--- src/rtl/inst_buffer_pkg.sv ---
// Shared definitions for the instruction buffer between fetch and dispatch.
// Holds the superscalar width, buffer geometry, the fetch/dispatch packet
// and a small helper used when sizing the retired prefix.
package inst_buffer_pkg;

   localparam int unsigned SUPERSCALAR_WAYS      = 3;
   localparam int unsigned SUPERSCALAR_WAYS_BITS = 2;
   localparam int unsigned WAYS                  = SUPERSCALAR_WAYS;
   // Wide enough to hold 0..WAYS (a per-cycle instruction count).
   localparam int unsigned WAY_CNT_BITS          = $clog2(WAYS + 1);

   localparam int unsigned IB_DEPTH              = 8;
   localparam int unsigned IB_PTR_BITS           = $clog2(IB_DEPTH);
   localparam int unsigned IB_CNT_BITS           = IB_PTR_BITS + 1;

   typedef struct packed {
      logic        valid;
      logic [31:0] inst;
      logic [31:0] PC;
      logic [31:0] NPC;
   } FETCH_DISPATCH_PACKET;

   typedef struct packed {
      logic                   stall;
      logic [IB_CNT_BITS-1:0] count;
   } IB_FETCH_PACKET;

   function automatic logic [WAY_CNT_BITS-1:0] way_min(input logic [WAY_CNT_BITS-1:0] a,
                                                       input logic [WAY_CNT_BITS-1:0] b);
      return (a < b) ? a : b;
   endfunction

endpackage

--- src/rtl/inst_buffer_if.sv ---
// Fetch/dispatch-facing signal bundle of the instruction buffer.
//   fetch_ib_in              fetched packets, one per way
//   dispatch_stall_en        dispatch stalled structurally this cycle
//   dispatch_first_stall_idx first way dispatch did not accept
//   ib_dispatch_out          oldest entries, way 0 oldest
//   ib_stall                 fewer than WAYS free slots
//   ib_count                 occupied entries (registered)
// master: the fetch/dispatch side.  slave: the buffer.
interface inst_buffer_if;
   import inst_buffer_pkg::*;

   FETCH_DISPATCH_PACKET [WAYS-1:0]      fetch_ib_in;
   logic                                 dispatch_stall_en;
   logic [SUPERSCALAR_WAYS_BITS-1:0]     dispatch_first_stall_idx;
   FETCH_DISPATCH_PACKET [WAYS-1:0]      ib_dispatch_out;
   logic                                 ib_stall;
   logic [IB_CNT_BITS-1:0]               ib_count;

   modport master (
      output fetch_ib_in, dispatch_stall_en, dispatch_first_stall_idx,
      input  ib_dispatch_out, ib_stall, ib_count
   );

   modport slave (
      input  fetch_ib_in, dispatch_stall_en, dispatch_first_stall_idx,
      output ib_dispatch_out, ib_stall, ib_count
   );

endinterface

--- src/rtl/inst_buffer_compact.sv ---
// Valid-bit compaction for a fetch group.
//   valid_i   per-way valid bits
//   offset_o  per-way write offset: number of valid ways below this one
//   pushed_o  popcount of valid_i
// Purely combinational; reusable wherever a sparse group must be packed.
module inst_buffer_compact
   import inst_buffer_pkg::*;
(
   input  logic [WAYS-1:0]                    valid_i,
   output logic [WAYS-1:0][WAY_CNT_BITS-1:0]  offset_o,
   output logic [WAY_CNT_BITS-1:0]            pushed_o
);

   always_comb begin
      logic [WAY_CNT_BITS-1:0] run;
      run      = '0;
      offset_o = '0;
      for (int w = 0; w < WAYS; w++) begin
         offset_o[w] = run;
         run         = run + WAY_CNT_BITS'(valid_i[w]);
      end
      pushed_o = run;
   end

endmodule

--- src/rtl/inst_buffer.sv ---
// Circular instruction queue between fetch and dispatch.
//   clock, reset      system clock, synchronous active-high reset
//   branch_flush_en   mispredict flush, empties the buffer
//   ib_if (slave)     fetch input, dispatch stall info, dispatch window,
//                     ib_stall and ib_count
// Optional macro IB_STATS_EN adds 32-bit saturating counters
// ib_full_cycles, ib_empty_cycles and ib_flushed_insts.
module inst_buffer
   import inst_buffer_pkg::*;
(
   input  logic        clock,
   input  logic        reset,
   input  logic        branch_flush_en,
   inst_buffer_if.slave ib_if
`ifdef IB_STATS_EN
   ,
   output logic [31:0] ib_full_cycles,
   output logic [31:0] ib_empty_cycles,
   output logic [31:0] ib_flushed_insts
`endif
);

   FETCH_DISPATCH_PACKET             mem_q [IB_DEPTH];
   logic [IB_PTR_BITS-1:0]           head_q, head_d;
   logic [IB_PTR_BITS-1:0]           tail_q, tail_d;
   logic [IB_CNT_BITS-1:0]           count_q, count_d;

   logic                             stall;
   logic                             push_en;
   logic [WAYS-1:0]                  fetch_valid;
   logic [WAYS-1:0][WAY_CNT_BITS-1:0] wr_offset;
   logic [WAY_CNT_BITS-1:0]          pushed;
   logic [WAY_CNT_BITS-1:0]          presented;
   logic [WAY_CNT_BITS-1:0]          popped;

   always_comb begin
      for (int w = 0; w < WAYS; w++) begin
         fetch_valid[w] = ib_if.fetch_ib_in[w].valid;
      end
   end

   inst_buffer_compact u_compact (
      .valid_i  (fetch_valid),
      .offset_o (wr_offset),
      .pushed_o (pushed)
   );

   // Free slots < WAYS, from registered count only so dispatch has no
   // combinational path to fetch.
   assign stall   = count_q > IB_CNT_BITS'(IB_DEPTH - WAYS);
   assign push_en = ~stall & ~branch_flush_en;

   always_comb begin
      presented = (count_q >= IB_CNT_BITS'(WAYS)) ? WAY_CNT_BITS'(WAYS)
                                                   : count_q[WAY_CNT_BITS-1:0];
      popped    = ib_if.dispatch_stall_en
                ? way_min(WAY_CNT_BITS'(ib_if.dispatch_first_stall_idx), presented)
                : presented;
   end

   always_comb begin
      head_d  = head_q + IB_PTR_BITS'(popped);
      tail_d  = push_en ? tail_q + IB_PTR_BITS'(pushed) : tail_q;
      count_d = count_q - IB_CNT_BITS'(popped)
              + (push_en ? IB_CNT_BITS'(pushed) : IB_CNT_BITS'(0));
      if (branch_flush_en) begin
         head_d  = '0;
         tail_d  = '0;
         count_d = '0;
      end
   end

   always_ff @(posedge clock) begin
      if (reset) begin
         head_q  <= '0;
         tail_q  <= '0;
         count_q <= '0;
      end else begin
         head_q  <= head_d;
         tail_q  <= tail_d;
         count_q <= count_d;
      end
   end

   // No reset on storage: stale entries are masked by count.  Popped and
   // written slots never alias because a push needs WAYS free slots.
   always_ff @(posedge clock) begin
      if (push_en) begin
         for (int w = 0; w < WAYS; w++) begin
            if (fetch_valid[w]) begin
               mem_q[tail_q + IB_PTR_BITS'(wr_offset[w])] <= ib_if.fetch_ib_in[w];
            end
         end
      end
   end

   always_comb begin
      logic [IB_PTR_BITS-1:0] rd_idx;
      rd_idx = '0;
      for (int i = 0; i < WAYS; i++) begin
         rd_idx = head_q + IB_PTR_BITS'(i);
         ib_if.ib_dispatch_out[i] = (IB_CNT_BITS'(i) < count_q) ? mem_q[rd_idx] : '0;
      end
   end

   assign ib_if.ib_stall = stall;
   assign ib_if.ib_count = count_q;

`ifdef IB_STATS_EN
   logic [31:0] full_q, full_d;
   logic [31:0] empty_q, empty_d;
   logic [31:0] flushed_q, flushed_d;

   always_comb begin
      logic [32:0] sum;
      sum       = {1'b0, flushed_q} + 33'(count_q);
      full_d    = (stall && full_q != '1) ? full_q + 32'd1 : full_q;
      empty_d   = (count_q == '0 && empty_q != '1) ? empty_q + 32'd1 : empty_q;
      flushed_d = flushed_q;
      if (branch_flush_en) begin
         flushed_d = sum[32] ? '1 : sum[31:0];
      end
   end

   always_ff @(posedge clock) begin
      if (reset) begin
         full_q    <= '0;
         empty_q   <= '0;
         flushed_q <= '0;
      end else begin
         full_q    <= full_d;
         empty_q   <= empty_d;
         flushed_q <= flushed_d;
      end
   end

   assign ib_full_cycles   = full_q;
   assign ib_empty_cycles  = empty_q;
   assign ib_flushed_insts = flushed_q;
`endif

`ifndef SYNTHESIS
   a_count_le_depth: assert property (@(posedge clock) disable iff (reset)
      count_q <= IB_CNT_BITS'(IB_DEPTH));
   a_push_le_free: assert property (@(posedge clock) disable iff (reset)
      push_en |-> (IB_CNT_BITS'(pushed) <= IB_CNT_BITS'(IB_DEPTH) - count_q));
   a_pop_le_count: assert property (@(posedge clock) disable iff (reset)
      IB_CNT_BITS'(popped) <= count_q);
`endif

endmodule

--- src/flat_wrapper.sv ---
// flat-port wrapper written by rule: the top's interface ports become plain ports
module inst_buffer_flat import inst_buffer_pkg::*;
  (clock, reset, branch_flush_en, ib_if_fetch_ib_in, ib_if_dispatch_stall_en, ib_if_dispatch_first_stall_idx, ib_if_ib_dispatch_out, ib_if_ib_stall, ib_if_ib_count);
  inst_buffer_if ib_if_i ();
  input  logic clock;
  input  logic reset;
  input  logic branch_flush_en;
  input wire logic [$bits(ib_if_i.fetch_ib_in)-1:0] ib_if_fetch_ib_in;
  input wire logic [$bits(ib_if_i.dispatch_stall_en)-1:0] ib_if_dispatch_stall_en;
  input wire logic [$bits(ib_if_i.dispatch_first_stall_idx)-1:0] ib_if_dispatch_first_stall_idx;
  output wire logic [$bits(ib_if_i.ib_dispatch_out)-1:0] ib_if_ib_dispatch_out;
  output wire logic [$bits(ib_if_i.ib_stall)-1:0] ib_if_ib_stall;
  output wire logic [$bits(ib_if_i.ib_count)-1:0] ib_if_ib_count;
  assign ib_if_i.fetch_ib_in = ib_if_fetch_ib_in;
  assign ib_if_i.dispatch_stall_en = ib_if_dispatch_stall_en;
  assign ib_if_i.dispatch_first_stall_idx = ib_if_dispatch_first_stall_idx;
  assign ib_if_ib_dispatch_out = ib_if_i.ib_dispatch_out;
  assign ib_if_ib_stall = ib_if_i.ib_stall;
  assign ib_if_ib_count = ib_if_i.ib_count;
  inst_buffer u_core (.clock(clock), .reset(reset), .branch_flush_en(branch_flush_en), .ib_if(ib_if_i));
endmodule
--- config.mk ---
export PLATFORM = sky130hd
export DESIGN_NAME = inst_buffer_flat
export DESIGN_NICKNAME = d
export VERILOG_FILES = /design/src/rtl/inst_buffer_pkg.sv /design/src/rtl/inst_buffer_if.sv /design/src/rtl/inst_buffer_compact.sv /design/src/rtl/inst_buffer.sv /design/src/flat_wrapper.sv
export SDC_FILE = /design/constraint.sdc
export NUM_CORES = 2
export LEC_CHECK = 0
export ABC_CLOCK_PERIOD_IN_PS = 17700
export CORE_UTILIZATION = 25
export CTS_BUF_LIST = sky130_fd_sc_hd__clkbuf_16
export DETAILED_ROUTE_END_ITERATION = 7
export SYNTH_ARGS = -nofsm -noshare
export SYNTH_HDL_FRONTEND = slang
export SYNTH_SLANG_ARGS = --single-unit
--- constraint.sdc ---
create_clock -name clock -period 17.7 [get_ports clock]
set_input_delay 3.54 -clock clock [delete_from_list [all_inputs] [get_ports clock]]
set_output_delay 3.54 -clock clock [all_outputs]
set_load 0.02 [all_outputs]
## Word-level counts from Yosys, hierarchy flattened

Memories as Yosys holds them, arrays and structs flattened. A register that Yosys moved wholly into a read port is not among the register bits.
Cells that the tools add are included.

- Register bits: 10
- Memory bits (writable): 776
- Input bits: 297
- Logic and storage cells: 41
- Memories kept: 1

Memories:

| memory | depth | bits a word | rd ports | clocked after Yosys merged registers in | write ports | line | text |
|---|---|---|---|---|---|---|---|
| u_core.mem_q | 8 | 97 | 3 | 1 | 3 | inst_buffer.sv:23 | `FETCH_DISPATCH_PACKET mem_q [IB_DEPTH];` |

- $add $sub $neg: 10
- Magnitude comparators: 6
- Multiplexer cells: 17
- Bitwise logic cells: 3
- Reductions and logical operators: 1

Operator list:

| kind | number |
|---|---|
| 97-bit two-way mux | 3 |
| 3-bit by 2-bit adder with 3-bit output | 3 |
| 1-bit two-way mux | 9 |
| 1-bit by 4-bit < comparator with 1-bit output, first input constant | 2 |
| 2-bit two-way mux | 4 |
| 4-bit adder | 1 |
| 4-bit by 2-bit greater-or-equal comparator with 1-bit output, second input constant | 1 |
| 4-bit by 3-bit > comparator with 1-bit output, second input constant | 1 |
| 2-bit by 4-bit < comparator with 1-bit output, first input constant | 1 |
| 4-bit by 2-bit subtractor with 4-bit output | 1 |
| 3-bit by 1-bit adder with 3-bit output | 1 |
| 3-bit by 1-bit adder with 3-bit output, second input constant | 1 |
| 3-bit by 2-bit adder with 3-bit output, second input constant | 1 |
| 3-bit two-way mux | 1 |
| 1-bit by 1-bit adder with 2-bit output | 1 |
| 2-bit by 1-bit adder with 2-bit output | 1 |
| 2-bit < comparator | 1 |
| 1-bit NOT | 2 |
| 2-bit OR reduction | 1 |
| 1-bit AND | 1 |

## Logic depth before layout (Yosys ltp)

- Depth after elaboration: 7
- Mapped depth: 14

## By module

From an unflattened synthesis, not the netlist that was laid out.

- Cells, all modules: 5651
- Area total of the unflattened synthesis: 56638.1 sq um

By module, submodules not included:

| module | instances | cells each | area each (sq um) | seq. area each (sq um) |
|---|---|---|---|---|
| inst_buffer | 1 | 5644 | 56571.8 | 23502.5 |
| inst_buffer_compact | 1 | 7 | 66.3 | 0.0 |

## Worst setup path before layout

No wires, ideal clock.

- Kind: input to register
- Start: in branch_flush_en
- End: mem u_core.mem_q[4][0] in the netlist's numbering, enable pin
- Setup time: 0.884 ns
- Arrival: 15.344 ns
- Setup slack: 1.472 ns
- Cell stages on the path: 5
- Buffers on the path: 1
- Path through: a21o_1 buf_2 nor2_1 nand3_1 o311ai_0

RTL lines:

| element | line | text |
|---|---|---|
| start, declared | flat_wrapper.sv:7 | `input logic branch_flush_en;` |
| end, declared | inst_buffer.sv:23 |  |

## Final worst setup path

- Start: reg u_core.head_q[0]
- End: out ib_if_ib_dispatch_out[272]

- Word-level cells in the longest chain between the ends: 3

RTL lines:

| element | line | text |
|---|---|---|
| start, declared | inst_buffer.sv:24 | `logic [IB_PTR_BITS-1:0] head_q, head_d;` |
| start signal, assigned | inst_buffer.sv:75 | `head_q <= '0;` |
| start signal, assigned | inst_buffer.sv:79 | `head_q <= head_d;` |
| 3-bit by 2-bit adder with 3-bit output | inst_buffer.sv:101 | `rd_idx = head_q + IB_PTR_BITS'(i);` |
| memory 8 x 97 bit | n/a |  |
| 97-bit two-way mux | inst_buffer.sv:102 | `ib_if.ib_dispatch_out[i] = (IB_CNT_BITS'(i) < count_q) ? mem_q[rd_idx] : '0;` |
| end, declared | flat_wrapper.sv:11 | `output wire logic [$bits(ib_if_i.ib_dispatch_out)-1:0] ib_if_ib_dispatch_out;` |

No other way between the ends.

==> impl_metrics.env <==
export IMPL_slew_headroom=0.1086
export IMPL_wl_mm=287.2
export IMPL_insertion_delay_ns=0.75
export IMPL_drv_slew=0
export IMPL_yosysWarnings=0
export IMPL_clock_sinks=786
export IMPL_grt_pass1_wl_mm=394.1
export IMPL_rsz0062_at_grt="false"
export IMPL_layout_drive_gt1_share=0.1029
export IMPL_clock_skew_ns=0.03256
export IMPL_setup_viol_count_final=0
export IMPL_path_class="reg2out"
export IMPL_start_util=0.2516
export IMPL_multi_input_area_um2=29580
export IMPL_place_ws_ns=8.427
export IMPL_overflow=0
export IMPL_path_max_fanout=72
export IMPL_seqPwrFrac=0.254
export IMPL_regArea_um2=23510
export IMPL_crit_slowest_cell="buf_4"
export IMPL_min_period_ns=10.02
export IMPL_fin_setup_tns_ns=0
export IMPL_max_cap_violations=0
export IMPL_holdBufCountCts=0
export IMPL_ios=593
export IMPL_post_cts_buffers=0
export IMPL_dieHeight_um=477.7
export IMPL_htree_levels=3
export IMPL_grt_pass1_vias=51566
export IMPL_layout_nets=6596
export IMPL_root_buffer="clkbuf_16"
export IMPL_cts_tree="built"
export IMPL_avgSynthCellArea_um2=8.960
export IMPL_track_usage=0.2418
export IMPL_crit_path_end_kind="primary output"
export IMPL_power_switching_w=0.004174
export IMPL_clk_pin_slew_ns=0.05
export IMPL_worst_path_largest_cell_delay_ns=1.01
export IMPL_cp_data_arrival_time_ns=6.48
export IMPL_crit_chain="buf_4, buf_4, buf_4, mux2i_1, nand2_1, o311ai_0, a21oi_1, clkdlybuf4s50_1"
export IMPL_r2r_cells=9
export IMPL_p_leak_nw=22.64
export IMPL_yosysUniqueCellTypes=42
export IMPL_design_core_area_um2=224900
export IMPL_port_buffers=592
export IMPL_power_frac_clock=0.208
export IMPL_rows=174
export IMPL_cp_common_cell="buf_4"
export IMPL_dpl_hpwl_mm=167.7
export IMPL_die_w_um=477.7
export IMPL_synthCells=6315
export IMPL_finalCritPeriodShare=0.5662
export IMPL_synth_area_um2=56580
export IMPL_area_delta_synth_final_pct=18.32
export IMPL_seq_area_frac_synth=0.4154
export IMPL_avgViaCountPerCell=5.861
export IMPL_setup_ws_ns=7.679
export IMPL_drt_first_pass_iters=8
export IMPL_p_int_w=0.005242
export IMPL_start_kind="flop"
export IMPL_swShare=0.4433
export IMPL_hold_class="reg2reg"
export IMPL_syn_nets=6634
export IMPL_initialDrtViolationCount=8456
export IMPL_whs_path_depth=3
export IMPL_num_fill_cells=22957
export IMPL_ant_nets=0
export IMPL_combPwrFrac=0.538
export IMPL_routed_via_count=54980
export IMPL_ir_drop_mv=0.1980
export IMPL_timing_fmax_ghz=0.09979
export IMPL_place_gp_congestion=0.8870
export IMPL_antenna_found_initial=103
export IMPL_cts_resized_gates=0
export IMPL_violations="DRC"
export IMPL_synth_seq_cells=786
export IMPL_drc=204
export IMPL_cts_buffers=96
export IMPL_status="finished with violations"
export IMPL_finalHoldViolCount=0
export IMPL_clk_path_buf_depth=3
export IMPL_cp_required_ns=14.16
export IMPL_tightest_slew_ns=1.337
export IMPL_dieArea_um2=228200
export IMPL_grt_max_degree=144
export IMPL_cellPowerDensity_nw_per_um2=140.6
export IMPL_post_drt_wl_per_cell_um=30.62
flip-flops by register name, indices dropped and copies added (netlist names):
| name | flops |
|---|---|
| u_core.mem_q | 776 |
| u_core.head_q | 3 |
| u_core.ib_if.ib_count | 4 |
| u_core.tail_q | 3 |
routing by layer:
| layer | GRT usage | share of wire | routed length (µm) | up-vias |
|---|---|---|---|---|
| met2 | 0.3706 | 0.44 | 126700 | 4758 |
| met3 | 0.07686 | 0.14 | 39560 | 1023 |
| met4 | 0.1609 | 0.071 | 20430 | 98 |
| met5 | 0 | 0.0022 | 643 | - |
| li1 | - | - | - | 22497 |
| met1 | 0.2901 | 0.35 | 99850 | 26604 |
per-stage QoR:
stage / hold WS [ns] / util / instances / area, µm² / total power (W)
final: 0.7081 / 0.2977 / 9381 / 66950 / 0.009416
after global placement: 0.6722 / 0.2839 / 9171 / 63850 / 0.007374
after floorplan: 0.5783 / - / 6315 / 56580 / 0.005159
after CTS: 0.7002 / 0.2973 / 9345 / 66860 / 0.009374
after global routing: 0.7504 / 0.2975 / 9369 / 66920 / 0.009674
after detailed placement: 0.6787 / 0.2839 / 9171 / 63850 / 0.007423
worst paths after layout:
kind	start	to	slack, ns
hold reg to reg	u_core.tail_q[1]	u_core.tail_q[1]	0.71
setup reg to reg	u_core.tail_q[0]	u_core.mem_q[6][44]	12.95
setup / recovery	u_core.head_q[0]	ib_if_ib_dispatch_out[272]	7.68
hold / removal	u_core.tail_q[1]	u_core.tail_q[1]	0.71
layout by cell type (no fill, tap or decap), types with 3 or more instances in the layout:
master           instances
nand2_1               1910
nor2_1                 937
edfxtp_1               776
a31oi_1                769
clkdlybuf4s50_1        592
mux4_2                 385
mux2i_1                228
a21oi_1                186
o22ai_1                106
clkbuf_16               97
buf_4                   95
diode_2                 36
inv_1                   36
o311ai_0                24
clkinv_1                23
nand4_1                 16
and2_1                  15
ha_1                    15
buf_12                  15
nor2b_1                 12
nand3b_1                12
clkinv_2                12
nor4_4                   8
dfxtp_1                  7
o211ai_1                 6
fa_1                     6
clkinvlp_4               6
inv_6                    5
bufinv_16                5
and3b_1                  4
nor3b_1                  3
xor2_1                   3
and3_1                   3
nand3_1                  3
xnor2_1                  3
inv_16                   3
dfxtp_4                  3
critical path: cells and delay by family, from the launching register on:
kind,cells,cell delay (ns)
buffers and inverters,4,3.72
flip-flops,1,0.82
AND/OR/NAND/NOR,1,0.12
multiplexers,1,0.25
AO/OA/AOI/OAI,2,0.64
area by class of cell:
type	instances	share of cell area
diodes	36	0.001346
clock buffers	97	0.03626
clock inverters	77	0.008653
inverters	16	0.001047
multi-input cells	4675	0.4419
flip-flops and latches	786	0.3512
well taps	2992	0.05592
repair buffers	702	0.1037
power groups by stage:
stage,registers (W),clock network (W),logic [W]
floorplan,0.00241,0,0.00275
global placement,0.00242,0,0.00496
detailed placement,0.00243,0,0.00500
CTS,0.00239,0.00197,0.00502
global route,0.00240,0.00203,0.00524
finish,0.00239,0.00196,0.00507
synth_stat cells (all sizes together):
library cell,n,area share
nand2,1911,0.13
nor2,937,0.062
edfxtp,776,0.41
a31oi,769,0.085
clkbuf,472,0.033
mux4,385,0.15
buf,366,0.029
mux2i,228,0.040
a21oi,186,0.016
o22ai,106,0.012
o311ai,26,0.0040
and2,16,0.0018
ha,16,0.0035
nand4,16,0.0018
inv,15,0.00099
nor2b,13,0.0014
nand3b,12,0.0016
dfxtp,10,0.0035
nor4,8,0.0027
fa,6,0.0021
o211ai,6,0.00080
xnor2,5,0.0011
xor2,5,0.0011
and3b,4,0.00062
and3,3,0.00033
nand2b,3,0.00033
nand3,3,0.00027
nor3b,3,0.00040
a21boi,2,0.00027
a21o,2,0.00027
or2,2,0.00022
a21bo,1,0.00018
clkinv,1,0.000066
or3b,1,0.00015
cells by family (layout without fill, tap and decap cells):
family | after synthesis | in the layout | share of synthesized area
AOI/OAI and AO/OA | 1098 | 1098 | 0.1187
xor gates and xnor gates | 10 | 10 | 0.002211
adders and majority gates | 22 | 22 | 0.005661
buffers and inverters | 854 | 892 | 0.06395
DFF | 786 | 786 | 0.4154
muxes | 613 | 613 | 0.1936
other | 0 | 36 | 0
and+or+nand+nor | 2932 | 2932 | 0.2005
(Power assumes the default switching activity.)
